--- config.mk ---
export PLATFORM = sky130hd
export DESIGN_NAME = fb_sync_arbiter
export DESIGN_NICKNAME = d
export VERILOG_FILES = /design/src/rtl/fb_sync_arbiter.sv
export SDC_FILE = /design/constraint.sdc
export NUM_CORES = 1
export LEC_CHECK = 0
export CORE_MARGIN = 1.5
export CORE_UTILIZATION = 30
export CTS_BUF_LIST = sky130_fd_sc_hd__clkbuf_8
export CTS_CLUSTER_SIZE = 12
export DETAILED_ROUTE_END_ITERATION = 8
export GPL_ROUTABILITY_DRIVEN = 0
export PLACE_DENSITY = 0.55
export SLEW_MARGIN = 20
export SYNTH_ARGS = -nofsm -noshare
export SYNTH_HDL_FRONTEND = slang
export SYNTH_SLANG_ARGS = --single-unit
--- constraint.sdc ---
create_clock -name clkA -period 2.3 [get_ports clkA]
set_input_delay 0.345 -clock clkA [delete_from_list [all_inputs] [get_ports clkA]]
set_output_delay 0.345 -clock clkA [all_outputs]
set_load 0.03 [all_outputs]
--- src/rtl/fb_sync_arbiter.sv ---
// fb_sync_arbiter: round-robin sharing of one handshake pulse synchronizer among NUM_REQ event sources
module fb_sync_arbiter #(
    parameter int NUM_REQ     = 4,
    parameter int ID_W        = 2,
    parameter int TIMEOUT_CYC = 255
) (
    input  logic               clkA,
    input  logic               resetA,
    input  logic [NUM_REQ-1:0] req_pulse,
    input  logic               sync_busy,
    output logic               sync_inA,
    output logic [ID_W-1:0]    sel_id,
    output logic [NUM_REQ-1:0] pend,
    output logic [NUM_REQ-1:0] done_pulse,
    output logic [NUM_REQ-1:0] drop_pulse,
    output logic               timeout_err
);
    typedef enum logic [2:0] {IDLE, LAUNCH, WAIT_HI, WAIT_LO, DONE} state_t;
    localparam logic [NUM_REQ-1:0] ONE = NUM_REQ'(1);
    localparam logic [15:0]        TMO = 16'(TIMEOUT_CYC);
    state_t             state;
    logic [ID_W-1:0]    last;
    logic [ID_W-1:0]    gnt_id;
    logic [ID_W-1:0]    idx;
    logic               gnt_vld;
    logic               grant;
    logic [15:0]        cnt;
    logic [NUM_REQ-1:0] clr;

    // rotating priority search; the candidate closest after the last grant wins
    always_comb begin
        gnt_vld = 1'b0;
        gnt_id  = '0;
        idx     = '0;
        for (int k = NUM_REQ; k >= 1; k--) begin
            idx = ID_W'((int'(last) + k) % NUM_REQ);
            if (pend[idx]) begin
                gnt_vld = 1'b1;
                gnt_id  = idx;
            end
        end
    end

    assign grant = (state == IDLE) && !sync_busy && gnt_vld;
    assign clr   = grant ? ONE << gnt_id : '0;

    // pending flags: a new event beats the grant clear, a repeat on a still-pending flag is dropped
    always_ff @(posedge clkA) begin
        if (resetA) begin
            pend       <= '0;
            drop_pulse <= '0;
        end else begin
            pend       <= (pend & ~clr) | req_pulse;
            drop_pulse <= req_pulse & pend & ~clr;
        end
    end

    // handshake sequencer with registered outputs and a watchdog over the wait states
    always_ff @(posedge clkA) begin
        if (resetA) begin
            state       <= IDLE;
            sync_inA    <= 1'b0;
            sel_id      <= '0;
            done_pulse  <= '0;
            timeout_err <= 1'b0;
            cnt         <= '0;
            last        <= ID_W'(NUM_REQ - 1);
        end else begin
            sync_inA   <= 1'b0;
            done_pulse <= '0;
            case (state)
                IDLE: if (grant) begin
                    state    <= LAUNCH;
                    sync_inA <= 1'b1;
                    sel_id   <= gnt_id;
                    last     <= gnt_id;
                    cnt      <= '0;
                end
                LAUNCH: state <= WAIT_HI;
                WAIT_HI, WAIT_LO: begin
                    cnt <= cnt + 16'd1;
                    if (cnt + 16'd1 == TMO) begin
                        state       <= IDLE;
                        timeout_err <= 1'b1;
                    end else if (state == WAIT_HI && sync_busy) begin
                        state <= WAIT_LO;
                    end else if (state == WAIT_LO && !sync_busy) begin
                        state      <= DONE;
                        done_pulse <= ONE << sel_id;
                    end
                end
                DONE:    state <= IDLE;
                default: state <= IDLE;
            endcase
        end
    end
endmodule
# After elaboration in Yosys (flattened, before gate mapping)

Cells that the tools add are included.

Bitwise gates (word level): 8
Eq/ne operators: 6
Shifts and indexed selects: 2
Reduce and logical (&&, ||, !) cells: 14
$add $sub $neg: 5
Multiply operators: 0
Order comparisons: 4
Div/mod/pow operators: 0
Muxes and demuxes: 25

Operators with widths:

| kind                                                       | count |
|---|---|
| one-hot mux 16 bit (2 select lines)                        | 1 |
| adder 16 x 1 -> 16 bit, second input constant              | 1 |
| equality test 16 x 8 -> 1 bit, second input constant       | 1 |
| 2-to-1 mux 16 bit                                          | 1 |
| bitwise AND 4 bit                                          | 3 |
| less-than comparator 2 x 3 -> 1 bit, second input constant | 4 |
| 2-to-1 mux 3 bit                                           | 4 |
| 2-to-1 mux 1 bit                                           | 9 |
| one-hot mux 3 bit (3 select lines)                         | 1 |
| binary-select mux 1 bit (select 2 bit)                     | 4 |
| 2-to-1 mux 2 bit                                           | 4 |
| AND reduction 2 bit                                        | 4 |
| left shift 1 x 2 -> 4 bit, first input constant            | 2 |
| equality test 3 x 2 -> 1 bit, second input constant        | 2 |
| OR reduction 5 bit                                         | 1 |
| adder 2 x 1 -> 2 bit, second input constant                | 2 |
| adder 2 bit, second input constant                         | 2 |
| logical AND 1 bit                                          | 4 |
| 2-to-1 mux 4 bit                                           | 1 |
| inequality test 4 bit, second input constant               | 1 |
| inverter 4 bit                                             | 1 |
| OR 4 bit                                                   | 1 |
| OR reduction 2 bit                                         | 2 |
| equality test 3 x 1 -> 1 bit, second input constant        | 1 |
| other kinds (5)                                            | 7 |

Bits of input ports: 7
Bits in writable memories: 0
ROM bits: 0
Memories kept: 0
Register bits after elaboration: 37
Output and inout port bits: 16
Latch bits: 0

# Logic depth before layout (Yosys ltp)

Gate-level depths: netlist of the first run.

Depth after elaboration: 12
Depth in mapped cells: 7

# Worst setup path before layout of the first run

No wires, ideal clock.

Path kind: reg2reg
Start: reg cnt[0]
End: reg state[0]
Data required time: 2.166 ns
Clock period less this slack: 1.970 ns
Slack: 0.330 ns
Stages on the path, launching flop included: 8
Arrival time: 1.836 ns
Buffers on the path: 0
Cells stage by stage: dfxtp_1 -> ha_1 -> nand3_2 -> nor2_4 -> a31oi_1 -> o32a_1 -> nor4_4 -> a21oi_1

Longest elaborated chain between the ends: 4

RTL lines:

| what                                                                      | RTL line | source |
|---|---|---|
| start: declaration                                                        | 27       | `logic [15:0] cnt;` |
| start signal: assignment                                                  | 81       | `cnt <= cnt + 16'd1;` |
| adder 16 x 1 -> 16 bit (*)                                                | 82       | `if (cnt + 16'd1 == TMO) begin` |
| equality test 16 x 8 -> 1 bit (*)                                         | 82       |  |
| 2-to-1 mux 3 bit or inequality test 4 bit (tied branches)                 | n/a      |  |
| one-hot mux 3 bit (3 select lines) or AND reduction 2 bit (tied branches) | n/a      |  |
| end signal: assignment                                                    | 73       | `state <= LAUNCH;` |
| end signal: assignment                                                    | 83       | `state <= IDLE;` |
| end signal: assignment                                                    | 86       | `state <= WAIT_LO;` |
| end: declaration                                                          | 21       | `state_t state;` |

Every way passes the cells marked *; elsewhere a longest branch is shown, timed or not.
A chain may end at the register's enable or synchronous reset.

# Worst setup path after layout of the first run

Ends and elaborated chain as after synthesis.

==> metrics.txt, run 1 <==
outcome completed; asr flop ratio synth 0%; H-tree levels 2; Syn. warnings 0; vias in the first global route 1611; Fmax 0.4723 GHz; dpl hpwl 3142 um; Pint 1077 uW; critical path data arrival time 2280 ps; Flop pwr share 47.1%; top-area cell type share of the netlist area 38.32%; GRT Total Usage 13.18%; ANT nets after route 0; CTS Sinks 37; Least-Margin Pin Slew 549.2 ps; CTS tree done; Cells after Synth 230; setup ws final 182.6 ps; Pleak 0.0008750 uW; Net Sw Frac 26.83%; Initial DRT Pass Iterations 4; port bufs 22; syn_area_per_cell 8.405 um^2; num rows 29; worst rel slew slack 63.25%; Post-Syn Area 1933 um^2; fill cell count 661; sequential area share after synthesis 38.32%; Remaining Overflow, GRT 0; count of pins over their slew limit 0; DR iter-0 viols 109; DRC violations left 0; layout cells sized above 1 15.06%; ant diodes 0; Most used DFF post-synth dfxtp_1; Initial Utilization 30.80%; drt via density 5.086; post-layout min period 2117 ps; Pwr per Cell Area 616.4 nW/um^2; DR vias 1709; combinational power share 15.1%; crit path kind reg2reg; core footprint 6277 um^2; initial antenna violation count 0; Switch Pwr 395.0 uW; clock latency on the worst-skew pair 290 ps; clk_skew 10.69 ps; Max Root-Sink Buffers 2; RSZ-0062 raised after global routing no; chip height 83.27 um; final setup fails 0; synthesized flop and latch total 37; Die X 83.27 um; crit path max fanout 7; Root Driver clkbuf_8; clock share of power 37.8%; Worst VDD drop 0.0002819 V; Synth cell types 52; CP Launch Type flop; Synth area leaders dfxtp_1, a21oi_1, nor2_1; total power 1472 uW; Worst Setup Slack post-DPL 126.4 ps; die area 6934 um^2; largest net degree at the start of global routing 34; critical path required time 2460 ps; HP Class reg2reg; Post-synth EDFFs 0; crit path capture type flop; area leader, netlist dfxtp_1; I/O pins 23; post-DR wirelength/cell 12.89 um; max_cap viols 0; reg-to-reg slack, setup 180 ps; Fin. Hold Viols 0; Syn-to-layout area delta 23.56%; clock slew at reported path FFs 80 ps; final WL 4331 um; period utilisation layout 92.06%; Net Count, Synth 239; Num CTS Buffers 5; Layout Nets 267; setup TNS 0 ps; first-pass GRT wire length 7527 um
[repair_timing]
action / in CTS / in global routing
endpoints found under the setup margin: 0 / 6
hold buffers: 0 / 0
gates resized for setup: 0 / 0
setup buffers: 0 / 0
[synth_stat cells, types with 4 or more instances]
library cell and instances:
dfxtp_1 37, a21oi_1 24, nor2_1 24, nand2_1 19, o21ai_0 11, inv_1 9
nor3_1 9, clkbuf_1 8, nand3_1 8, a31oi_1 7, or3_1 6, nand2b_1 5
a311oi_1 4
[registers in the layout, summed over array words and instances (netlist names)]
signal       cells
cnt             16
drop_pulse       4
sel_id           2
state            3
last             2
timeout_err      1
done_pulse       4
sync_inA         1
pend             4
[power by group through the flow]
stage | clock network (uW) | logic (uW) | registers (uW)
finish | 556 | 222 | 694
global route | 602 | 246 | 698
CTS | 576 | 225 | 693
detailed placement | 0 | 224 | 708
global placement | 0 | 224 | 708
floorplan | 0 | 116 | 726
[path summary, 6_finish.rpt]
check | cells past startpoint | endpoint | from
setup / recovery | 7 | state[0]$_SDFFE_PP0P_ | cnt[0]$_SDFFE_PP0P_
hold reg to reg | 2 | timeout_err$_SDFFE_PP0P_ | timeout_err$_SDFFE_PP0P_
hold / removal | 2 | timeout_err$_SDFFE_PP0P_ | timeout_err$_SDFFE_PP0P_
setup reg to reg | 7 | state[0]$_SDFFE_PP0P_ | cnt[0]$_SDFFE_PP0P_
[cells in the final DEF, fill, tap and decap left out, types with 2 or more instances in the layout]
cell / count
a211oi_1: 2
a21oi_1: 24
a311oi_1: 4
a31oi_1: 7
buf_4: 11
clkbuf_8: 5
clkdlybuf4s50_1: 22
dfxtp_1: 37
ha_1: 2
inv_1: 10
mux2i_1: 3
nand2_1: 19
nand2b_1: 5
nand3_1: 8
nand3_2: 3
nand4_1: 3
nand4b_1: 2
nor2_1: 24
nor2b_1: 2
nor3_1: 9
nor4_1: 3
nor4b_1: 2
o21ai_0: 11
o21ai_1: 2
o41ai_2: 2
or2_2: 2
or3_1: 6
xnor2_1: 2
xor2_1: 2
[critical path, stage by stage (launching register included)]
cell and delay (ps):
dfxtp_1 430, ha_1 310, nand3_2 140, nor2_4 100, a31oi_1 80, o32a_1 380
nor4_4 430, a21oi_1 100
[routing by layer]
| metal | vias up | share of wire (%) | track usage, % |
|---|---|---|---|
| met5 | - | 0 | 0 |
| met4 | 0 | 1.5 | 4.091 |
| met1 | 789 | 49 | 17.64 |
| met3 | 7 | 3.5 | 3.678 |
| met2 | 25 | 46 | 20.62 |
| li1 | 888 | - | - |
[through the flow]
step | area (um^2) | utilization (%) | cells | hold WS, ps
4_1_cts | 2389 | 38.05 | 336 | 478.0
2_1_floorplan | 1933 | - | 230 | 421.0
3_3_place_gp | 2277 | 36.28 | 328 | 462.0
6_report | 2389 | 38.05 | 336 | 480.5
5_1_grt | 2389 | 38.05 | 336 | 507.7
3_5_place_dp | 2277 | 36.28 | 328 | 457.2
[cells by family (layout without fill, tap and decap cells)]
| family | after synthesis | in the layout | synth area share (%) |
|---|---|---|---|
| flops | 37 | 37 | 38.32 |
| fa+ha+maj | 2 | 2 | 1.294 |
| compound gates | 58 | 58 | 19.48 |
| simple gates | 103 | 103 | 30.68 |
| xor+xnor | 6 | 6 | 4.078 |
| mux | 3 | 3 | 1.553 |
| buf+inv | 21 | 50 | 4.595 |
[area by class of cell]
class	count	area (um^2)	area share (%)
Sequential cell	37	740.7	31.01
Clock buffer	5	68.82	2.881
Inverter	9	33.78	1.414
Tap cell	77	96.34	4.034
Timing Repair Buffer	33	302.8	12.68
Multi-Input combinational cell	172	1104	46.20
Clock inverter	3	42.54	1.781
Note: power is estimated with default switching activity, not from simulation.
==> inputs of run 2 (changes only) <==
--- a/config.mk
+++ b/config.mk
@@ -11,7 +11,9 @@
 export CTS_CLUSTER_SIZE = 12
 export DETAILED_ROUTE_END_ITERATION = 8
 export GPL_ROUTABILITY_DRIVEN = 0
+export HOLD_SLACK_MARGIN = 0.02
 export PLACE_DENSITY = 0.55
+export SKIP_LAST_GASP = 1
 export SLEW_MARGIN = 20
 export SYNTH_ARGS = -nofsm -noshare
 export SYNTH_HDL_FRONTEND = slang
==> results of run 2 <==
No change in the layout: final DEF, timing and power equal those of run 1.
==> inputs of run 3 (changes only) <==
==> constraint.sdc (replaced) <==
create_clock -name clkA -period 2.3 [get_ports clkA]
set_input_delay 0.46 -clock clkA [delete_from_list [all_inputs] [get_ports clkA]]
set_output_delay 0.46 -clock clkA [all_outputs]
set_load 0.03 [all_outputs]
==> run 3 against run 2 <==
  * Highest routed layer unchanged
  * First-iteration DRC count fell by 15%
  * Sequential share of layout area decreased by 0.15 points
  * Largest power group unchanged
  * Final area is 0.47% higher
  * Largest cell class unchanged
  * Via count up 3.0%
==> metrics.txt, run 3 (synthesized netlist as in run 1, its figures left out) <==
largest net degree at the start of global routing 34; CTS tree done; commonest cells after routing, fill and taps aside dfxtp_1, nor2_1, a21oi_1; Max Root-Sink Buffers 2; CTS Sinks 37; Num CTS Buffers 5; DR iter-0 viols 93; clock latency on the worst-skew pair 290 ps; HP Class reg2reg; ant diodes 0; Fin. Hold Viols 0; die area 6934 um^2; Remaining Overflow, GRT 0; clock slew at reported path FFs 80 ps; initial antenna violation count 0; DRC violations left 0; num rows 29; RSZ-0062 raised after global routing no; I/O pins 23; crit path kind reg2reg; Hold Path Depth 2; Die X 83.27 um; port bufs 22; layout cells sized above 1 16.15%; post-layout min period 2042 ps; period utilisation layout 88.79%; critical path required time 2470 ps; fin util 38.23%; critical path data arrival time 2220 ps; Worst VDD drop 0.0003486 V; outcome completed; first-pass GRT wire length 7928 um; Fmax 0.4897 GHz; worst rel slew slack 68.39%; drt via density 5.223; crit path capture type flop; Top reg by flops cnt; setup TNS 0 ps; Initial DRT Pass Iterations 4; ANT nets after route 0; final setup fails 0; Layout Nets 268; post-DR wirelength/cell 13.39 um; GRT Total Usage 14.03%; H-tree levels 2; dpl hpwl 3233 um; max_cap viols 0; most common cell after layout, fill and taps aside dfxtp_1; Pwr per Cell Area 623.5 nW/um^2; DR vias 1760; chip height 83.27 um; Initial Utilization 30.80%; Pleak 0.0008760 uW; count of pins over their slew limit 0; max FFs per register 16; final WL 4511 um; crit path max fanout 7; core footprint 6277 um^2; vias in the first global route 1664; Least-Margin Pin Slew 469.8 ps; clk_skew 13.90 ps; Syn-to-layout area delta 24.14%; Register-to-Register Path Depth 7; Hold-fix buffers, CTS 0; Root Driver clkbuf_8; CP Launch Type flop
run 3: cell count changes in the layout (fill, tap and decap cells not counted):
cell / change
clkinv_2: +1
inv_1: -1
buf_4: +1
inv_6: +1
ha_2: +1
ha_1: -1
clkinv_4: -1
run 3: cell type report:
cell class | instances | area [um^2]
Clock buffer | 5 | 68.82
Clock inverter | 3 | 43.79
Fill cell | 658 | 3877
Inverter | 9 | 33.78
Multi-Input combinational cell | 172 | 1106
Sequential cell | 37 | 740.7
Tap cell | 77 | 96.34
Timing Repair Buffer | 34 | 310.3
run 3: stage by stage:
step / cells / area [um^2] / total power [uW] / hold WS, ps / setup WS, ps
6_report: 337 / 2400 / 1496 / 482.1 / 257.9
5_1_grt: 337 / 2400 / 1579 / 510.0 / 39.25
4_1_cts: 336 / 2390 / 1523 / 485.1 / 107.9
3_5_place_dp: 328 / 2277 / 936.5 / 461.7 / 118.5
3_3_place_gp: 328 / 2277 / 935.0 / 463.9 / 159.7
2_1_floorplan: 230 / 1933 / 841.9 / 443.5 / 330.4
run 3: timing repair:
item | 4_1_cts | 5_1_grt
endpoints found under the setup margin | 0 | 6
setup buffers | 0 | 1
resized for setup | 0 | 1
run 3: layer usage:
metal  vias up  GRT usage, %  routed length [um]
li1        891             -                   -
met1       817         17.61                2082
met2        44         22.47                2110
met3         8         3.777                 257
met4         0         6.364                  60
met5         -             0                   0
run 3: worst max-delay path, cell delays in order (launching register included):
cell and delay (ps):
dfxtp_1 430, ha_2 280, and3_1 210, nand3_1 100, a211oi_2 270, nand3_2 140, o41ai_2 380, a2111oi_2 110
run 3: power breakdown:
group          total (uW)  switching (uW)  leakage, uW  internal, uW
Sequential            694            30.2     0.000301           664
Combinational         227             132     0.000516          94.4
Clock                 576             251    0.0000585           325
Total                1500             413     0.000876          1080
run 3: worst paths after layout:
check	to	startpoint	slack, ps
worst min register to register	timeout_err$_SDFFE_PP0P_	timeout_err$_SDFFE_PP0P_	480
worst min-delay path	timeout_err$_SDFFE_PP0P_	timeout_err$_SDFFE_PP0P_	480
worst max-delay path	state[1]$_SDFFE_PP0P_	cnt[0]$_SDFFE_PP0P_	260
worst max register to register	state[1]$_SDFFE_PP0P_	cnt[0]$_SDFFE_PP0P_	260
